### src/rtl/arc4_pkg.sv
// Shared types and constants for the RC4 sequencer slice.
package arc4_pkg;

    typedef enum logic [2:0] {
        ST_IDLE,
        ST_INIT_GO,
        ST_INIT_RUN,
        ST_KSA_GO,
        ST_KSA_RUN,
        ST_PRGA_GO,
        ST_PRGA_RUN,
        ST_ERR
    } arc4_state_t;

    // Owner of the S memory port
    localparam logic [1:0] PH_NONE = 2'd0;
    localparam logic [1:0] PH_INIT = 2'd1;
    localparam logic [1:0] PH_KSA  = 2'd2;
    localparam logic [1:0] PH_PRGA = 2'd3;

    // Cycles a stage has to drop rdy after its en pulse (3-bit counter, keep <= 7)
    localparam int unsigned ACK_TIMEOUT_DEFAULT = 4;

endpackage

### src/rtl/arc4_smem_mux.sv
// S-memory port mux: forwards only the granted stage's request; no grant means an idle port.
module arc4_smem_mux
    import arc4_pkg::*;
(
    input  logic [1:0] phase,
    input  logic [7:0] init_addr,
    input  logic [7:0] init_wrdata,
    input  logic       init_wren,
    input  logic [7:0] ksa_addr,
    input  logic [7:0] ksa_wrdata,
    input  logic       ksa_wren,
    input  logic [7:0] prga_addr,
    input  logic [7:0] prga_wrdata,
    input  logic       prga_wren,
    output logic [7:0] s_addr,
    output logic [7:0] s_wrdata,
    output logic       s_wren
);

    // Select the granted stage; everything is zero when nothing is granted
    always_comb begin
        s_addr   = '0;
        s_wrdata = '0;
        s_wren   = 1'b0;
        case (phase)
            PH_INIT: begin
                s_addr   = init_addr;
                s_wrdata = init_wrdata;
                s_wren   = init_wren;
            end
            PH_KSA: begin
                s_addr   = ksa_addr;
                s_wrdata = ksa_wrdata;
                s_wren   = ksa_wren;
            end
            PH_PRGA: begin
                s_addr   = prga_addr;
                s_wrdata = prga_wrdata;
                s_wren   = prga_wren;
            end
            default: begin
                s_addr   = '0;
                s_wrdata = '0;
                s_wren   = 1'b0;
            end
        endcase
    end

endmodule

### src/rtl/arc4_sched.sv
// RC4 top-level sequencer: runs init -> ksa -> prga through en/rdy handshakes
// and grants the single S-memory port to the active stage.
module arc4_sched
    import arc4_pkg::*;
#(
    parameter int unsigned ACK_TIMEOUT = ACK_TIMEOUT_DEFAULT
) (
    input  logic        clk,
    input  logic        rst_n,
    input  logic        en,
    output logic        rdy,
    input  logic [23:0] key,
    output logic [23:0] key_q,
    output logic        err,
    output logic [1:0]  phase,
    output logic        init_en,
    output logic        ksa_en,
    output logic        prga_en,
    input  logic        init_rdy,
    input  logic        ksa_rdy,
    input  logic        prga_rdy,
    input  logic [7:0]  init_addr,
    input  logic [7:0]  ksa_addr,
    input  logic [7:0]  prga_addr,
    input  logic [7:0]  init_wrdata,
    input  logic [7:0]  ksa_wrdata,
    input  logic [7:0]  prga_wrdata,
    input  logic        init_wren,
    input  logic        ksa_wren,
    input  logic        prga_wren,
    output logic [7:0]  s_addr,
    output logic [7:0]  s_wrdata,
    output logic        s_wren,
    input  logic [7:0]  s_rddata,
    output logic [7:0]  rddata
);

    localparam logic [2:0] TMO = 3'(ACK_TIMEOUT);

    arc4_state_t state, state_d;
    logic [1:0]  phase_d;
    logic [23:0] key_d;
    logic        busy_seen, busy_d;
    logic [2:0]  cnt, cnt_d, cnt_inc;
    logic        init_en_d, ksa_en_d, prga_en_d;
    logic        in_run, stage_rdy, run_done, run_tmo;

    assign rdy    = (state == ST_IDLE) || (state == ST_ERR);
    assign err    = (state == ST_ERR);
    assign rddata = s_rddata;

    // Pick the rdy of whichever stage is currently running, and derive done/timeout
    always_comb begin
        in_run    = 1'b0;
        stage_rdy = 1'b0;
        case (state)
            ST_INIT_RUN: begin in_run = 1'b1; stage_rdy = init_rdy; end
            ST_KSA_RUN:  begin in_run = 1'b1; stage_rdy = ksa_rdy;  end
            ST_PRGA_RUN: begin in_run = 1'b1; stage_rdy = prga_rdy; end
            default:     begin in_run = 1'b0; stage_rdy = 1'b0;     end
        endcase
        cnt_inc  = (cnt == 3'd7) ? cnt : 3'(cnt + 3'd1);
        run_done = in_run && busy_seen && stage_rdy;
        run_tmo  = in_run && !busy_seen && stage_rdy && (cnt_inc >= TMO);
    end

    // Next-state, grant and start-pulse logic
    always_comb begin
        state_d   = state;
        phase_d   = phase;
        key_d     = key_q;
        busy_d    = busy_seen;
        cnt_d     = cnt;
        init_en_d = 1'b0;
        ksa_en_d  = 1'b0;
        prga_en_d = 1'b0;

        // Ack tracking is shared by all three RUN states
        if (in_run && !busy_seen) begin
            if (!stage_rdy) busy_d = 1'b1;
            cnt_d = cnt_inc;
        end

        case (state)
            ST_IDLE, ST_ERR: begin
                if (en) begin
                    key_d   = key;
                    state_d = ST_INIT_GO;
                    phase_d = PH_INIT;
                end
            end
            ST_INIT_GO: begin
                if (init_rdy) begin
                    init_en_d = 1'b1;
                    state_d   = ST_INIT_RUN;
                    busy_d    = 1'b0;
                    cnt_d     = '0;
                end
            end
            ST_KSA_GO: begin
                if (ksa_rdy) begin
                    ksa_en_d = 1'b1;
                    state_d  = ST_KSA_RUN;
                    busy_d   = 1'b0;
                    cnt_d    = '0;
                end
            end
            ST_PRGA_GO: begin
                if (prga_rdy) begin
                    prga_en_d = 1'b1;
                    state_d   = ST_PRGA_RUN;
                    busy_d    = 1'b0;
                    cnt_d     = '0;
                end
            end
            ST_INIT_RUN: begin
                if (run_done) begin
                    state_d = ST_KSA_GO;
                    phase_d = PH_KSA;
                end else if (run_tmo) begin
                    state_d = ST_ERR;
                    phase_d = PH_NONE;
                end
            end
            ST_KSA_RUN: begin
                if (run_done) begin
                    state_d = ST_PRGA_GO;
                    phase_d = PH_PRGA;
                end else if (run_tmo) begin
                    state_d = ST_ERR;
                    phase_d = PH_NONE;
                end
            end
            ST_PRGA_RUN: begin
                if (run_done) begin
                    state_d = ST_IDLE;
                    phase_d = PH_NONE;
                end else if (run_tmo) begin
                    state_d = ST_ERR;
                    phase_d = PH_NONE;
                end
            end
            default: begin
                state_d = ST_IDLE;
                phase_d = PH_NONE;
            end
        endcase
    end

    // State and datapath registers
    always_ff @(posedge clk or negedge rst_n) begin
        if (!rst_n) begin
            state     <= ST_IDLE;
            phase     <= PH_NONE;
            key_q     <= '0;
            busy_seen <= 1'b0;
            cnt       <= '0;
            init_en   <= 1'b0;
            ksa_en    <= 1'b0;
            prga_en   <= 1'b0;
        end else begin
            state     <= state_d;
            phase     <= phase_d;
            key_q     <= key_d;
            busy_seen <= busy_d;
            cnt       <= cnt_d;
            init_en   <= init_en_d;
            ksa_en    <= ksa_en_d;
            prga_en   <= prga_en_d;
        end
    end

    arc4_smem_mux u_mux (
        .phase       (phase),
        .init_addr   (init_addr),
        .init_wrdata (init_wrdata),
        .init_wren   (init_wren),
        .ksa_addr    (ksa_addr),
        .ksa_wrdata  (ksa_wrdata),
        .ksa_wren    (ksa_wren),
        .prga_addr   (prga_addr),
        .prga_wrdata (prga_wrdata),
        .prga_wren   (prga_wren),
        .s_addr      (s_addr),
        .s_wrdata    (s_wrdata),
        .s_wren      (s_wren)
    );

endmodule
### config.mk
export PLATFORM = sky130hd
export DESIGN_NAME = arc4_sched
export DESIGN_NICKNAME = d
export VERILOG_FILES = /design/src/rtl/arc4_pkg.sv /design/src/rtl/arc4_smem_mux.sv /design/src/rtl/arc4_sched.sv
export SDC_FILE = /design/constraint.sdc
export NUM_CORES = 1
export LEC_CHECK = 0
export CORE_MARGIN = 5
export CORE_UTILIZATION = 39
export CTS_BUF_LIST = sky130_fd_sc_hd__clkbuf_16
export DETAILED_ROUTE_END_ITERATION = 8
export PLACE_DENSITY_LB_ADDON = 0.08
export SLEW_MARGIN = 20
export SYNTH_ARGS = -nofsm -noshare
export SYNTH_HDL_FRONTEND = slang
export SYNTH_SLANG_ARGS = --single-unit
### constraint.sdc
create_clock -name clk -period 4.05 [get_ports clk]
set_clock_uncertainty 0.05 [all_clocks]
set_input_delay 0.81 -clock clk [delete_from_list [all_inputs] [get_ports clk]]
set_output_delay 0.81 -clock clk [all_outputs]
set_load 0.01 [all_outputs]
==> flow_metrics.tcl <==
set metrics [dict create \
    status "completed" \
    critical_path.max_stage_delay_ps 880 \
    crit_buf_inv 2 \
    place_congestion 0.823 \
    synth_compound_area_share_pct 15.6 \
    p_int_mw 1.70 \
    p_leak_nw 1.53 \
    clock_latency_ps 270 \
    path_max_fanout 21 \
    die_w_um 85.3 \
    stdcell_count 377 \
    rsz0062_at_grt "false" \
    synthAdderAreaFrac_pct 0.566 \
    pre_cts_slack_ps 1000 \
    ff2ff_setup_slack_ps 2020 \
    yosysMostFrequentCell "dfrtp_1" \
    dp.cells 369 \
    p_total_mw 2.63 \
    required_ps 3190 \
    worst_slew_pin_slew_ps 832 \
    dieArea_um2 7280 \
    num_rows 27 \
    min_path_type "reg2reg" \
    p_sw_share_pct 35.2 \
    cts_sinks 36 \
    syn-instance-count 191 \
    ys_seq_area_share_pct 40.7 \
    wire_per_inst_um 17.4 \
    worst_setup_path_end_kind "primary output" \
    tns_ps 0 \
    grt_overflow_total 0 \
    fmax_mhz 312 \
    synth-simple-area-share_pct 9.50 \
    comb_power_share_pct 57.3 \
    grt_pass1_wl_mm 10.2 \
    synth_cell_types 45 \
    cts.htree.levels 2 \
    cts_hold_buf 0 \
    synth-edff-count 0 \
    max_slew_margin_pct 44.6 \
    timing.rr.start "state[1]" \
    drive_gt1_share_pct 20.0 \
    period_needed_ps 3210 \
    seqPwrFrac_pct 28.8 \
    switchingPower_uw 925 \
    grt_max_degree 37 \
    grtUsageTotal_pct 17.5 \
    area_growth_pct 61.7 \
    crit_family "flip-flops" \
    cap_violations 0 \
    fp.coreArea_um2 5510 \
    timing.final.hold_violations 0 \
    synth_commonest_cells "dfrtp_1, mux2_2, mux2_4" \
    numPortBuffers 128 \
    num_antenna_cells 0 \
    yosys.area_share.xor_xnor_pct 0.396 \
    antenna_found_initial 0 \
    first_iter_violations 41 \
    synth.area.mux_share_pct 25.5 \
    cts_buffer_depth 2 \
    start_util_pct 40.2 \
    yosys_warnings 0 \
    synth_top_area_share_pct 40.7 \
    clkTransAtPathRegs_ps 50 \
    netlist_top_cells_area "dfrtp_1, mux2_4, mux2_2, a22o_1, buf_4" \
    synth_area_leader_cell "dfrtp_1" \
    dp_hpwl_mm 5.09 \
    async_flop_share_pct 100 \
    synth-seq-cells 36 \
    cts_made_buffers 5 \
    synth_nets 281 \
    fin_crit_sh_pct 79.3 \
    fin_ws_ps 840 \
    slowest_stage "dfrtp_1" \
    netlist_area_um2 2210 \
    worstHoldPathCells 1 \
    post_synth.cell_area_avg_um2 11.6 \
    clkPwrFrac_pct 13.9 \
    cts-root-buf "clkbuf_16" \
    hold-worst-slack_ps 454 \
    synthFlopType "dfrtp_1" \
    powerDensity_nw_per_um2 734 \
    min_from "key_q[1]" \
    cts_tree "done" \
    synth_top_family_by_area "multiplexers" \
    viasPerCell 5.14 \
    io_pins 145 \
    cts_setup_buffers 0 \
    timing.rr.end "key_q[0]" \
    hold_end "key_q[1]" \
    setup_viol 0 \
    grt_pass1_vias 1936 \
    fp.dieH_um 85.3 \
    cts-resized-gates 0 \
    detail-route-antenna-nets 0 \
    num_vias 1938 \
    cp_cell_sequence "nor2b_1 -> buf_4 -> a22o_1 -> clkdlybuf4s50_1" \
    drt_wl_total_mm 6.58 \
    nets 394 \
    drv_slew 0 \
    crit_type "reg2out" \
    critPathArrivalTime_ps 2350 \
    first_pass_iters 4 \
    ir_drop_mv 0.472 \
    r2r_cells 5 \
    crit_path_start_kind "flop" \
    post-route-drc-count 0 \
]
==> layer usage <==
metal	part of all wire [%]	wire, µm	track usage, %
met5	0	0	0
met4	1.8	119	6.04
met3	11	727	6.12
met2	47	3060	28.5
met1	41	2670	21.6
==> power groups by stage <==
stage	registers, mW	logic (mW)	clock network [mW]
after floorplan	0.691	0.942	0
after global placement	0.758	1.51	0
after detailed placement	0.761	1.52	0
after CTS	0.757	1.52	0.377
after global routing	0.798	1.61	0.391
final	0.756	1.50	0.365
==> flip-flops by register name (all words and copies together) (netlist names) <==
name	cells
key_q	24
cnt	3
state	3
phase	2
busy_seen	1
init_en	1
ksa_en	1
prga_en	1
==> cell type report <==
type | count | area, µm²
Multi-Input combinational cell | 128 | 1140
Inverter | 4 | 17.5
Timing Repair Buffer | 129 | 1280
Fill cell | 460 | 1930
Clock inverter | 3 | 18.8
Clock buffer | 5 | 125
Tap cell | 72 | 90.1
Sequential cell | 36 | 901
==> kinds of logic (layout without fill, tap and decap cells) <==
kind of cell | after synthesis | in the layout
compound gates | 45 | 45
mux | 44 | 44
simple gates | 37 | 37
flops | 36 | 36
buf+inv | 27 | 141
fa+ha+maj | 1 | 1
xor+xnor | 1 | 1
==> worst max-delay path by stage <==
stage                            start     endpoint  slack [ps]  cells past startpoint
final                         phase[0]       s_wren         840                      4
after global routing          phase[0]  s_wrdata[3]         720                      4
after CTS                     phase[0]       s_wren         820                      4
after detailed placement  prga_addr[4]    s_addr[4]        1000                      4
after global placement    prga_addr[4]    s_addr[4]        1010                      4
after floorplan               phase[0]    s_addr[0]        1810                      4
==> metrics by stage <==
step	instance area [µm²]	util (%)
final	3580	64.9
after detailed placement	3430	62.3
after CTS	3580	64.9
after global routing	3580	64.9
after global placement	3430	62.3
after floorplan	2210	-
==> worst reg2reg max path, delay by kind of cell, from the launching register on <==
kind / cells / cell delay (ps)
mux: 1 / 390
buf+inv: 1 / 60
simple gates: 3 / 810
flops: 1 / 610
==> cell usage in the layout, fill, tap and decap left out, drive strengths merged, types with 3 or more instances in the layout <==
cell type and instances:
clkdlybuf4s50 127, mux2 42, dfrtp 36, a22o 17, nand2 10, nor2 9, a21oi 6, o21ai 5
clkbuf 5, a31oi 4, nand3 4, inv 4, nor2b 3, or2 3, clkinv 3
No activity file was read; power rests on OpenSTA's default activity.
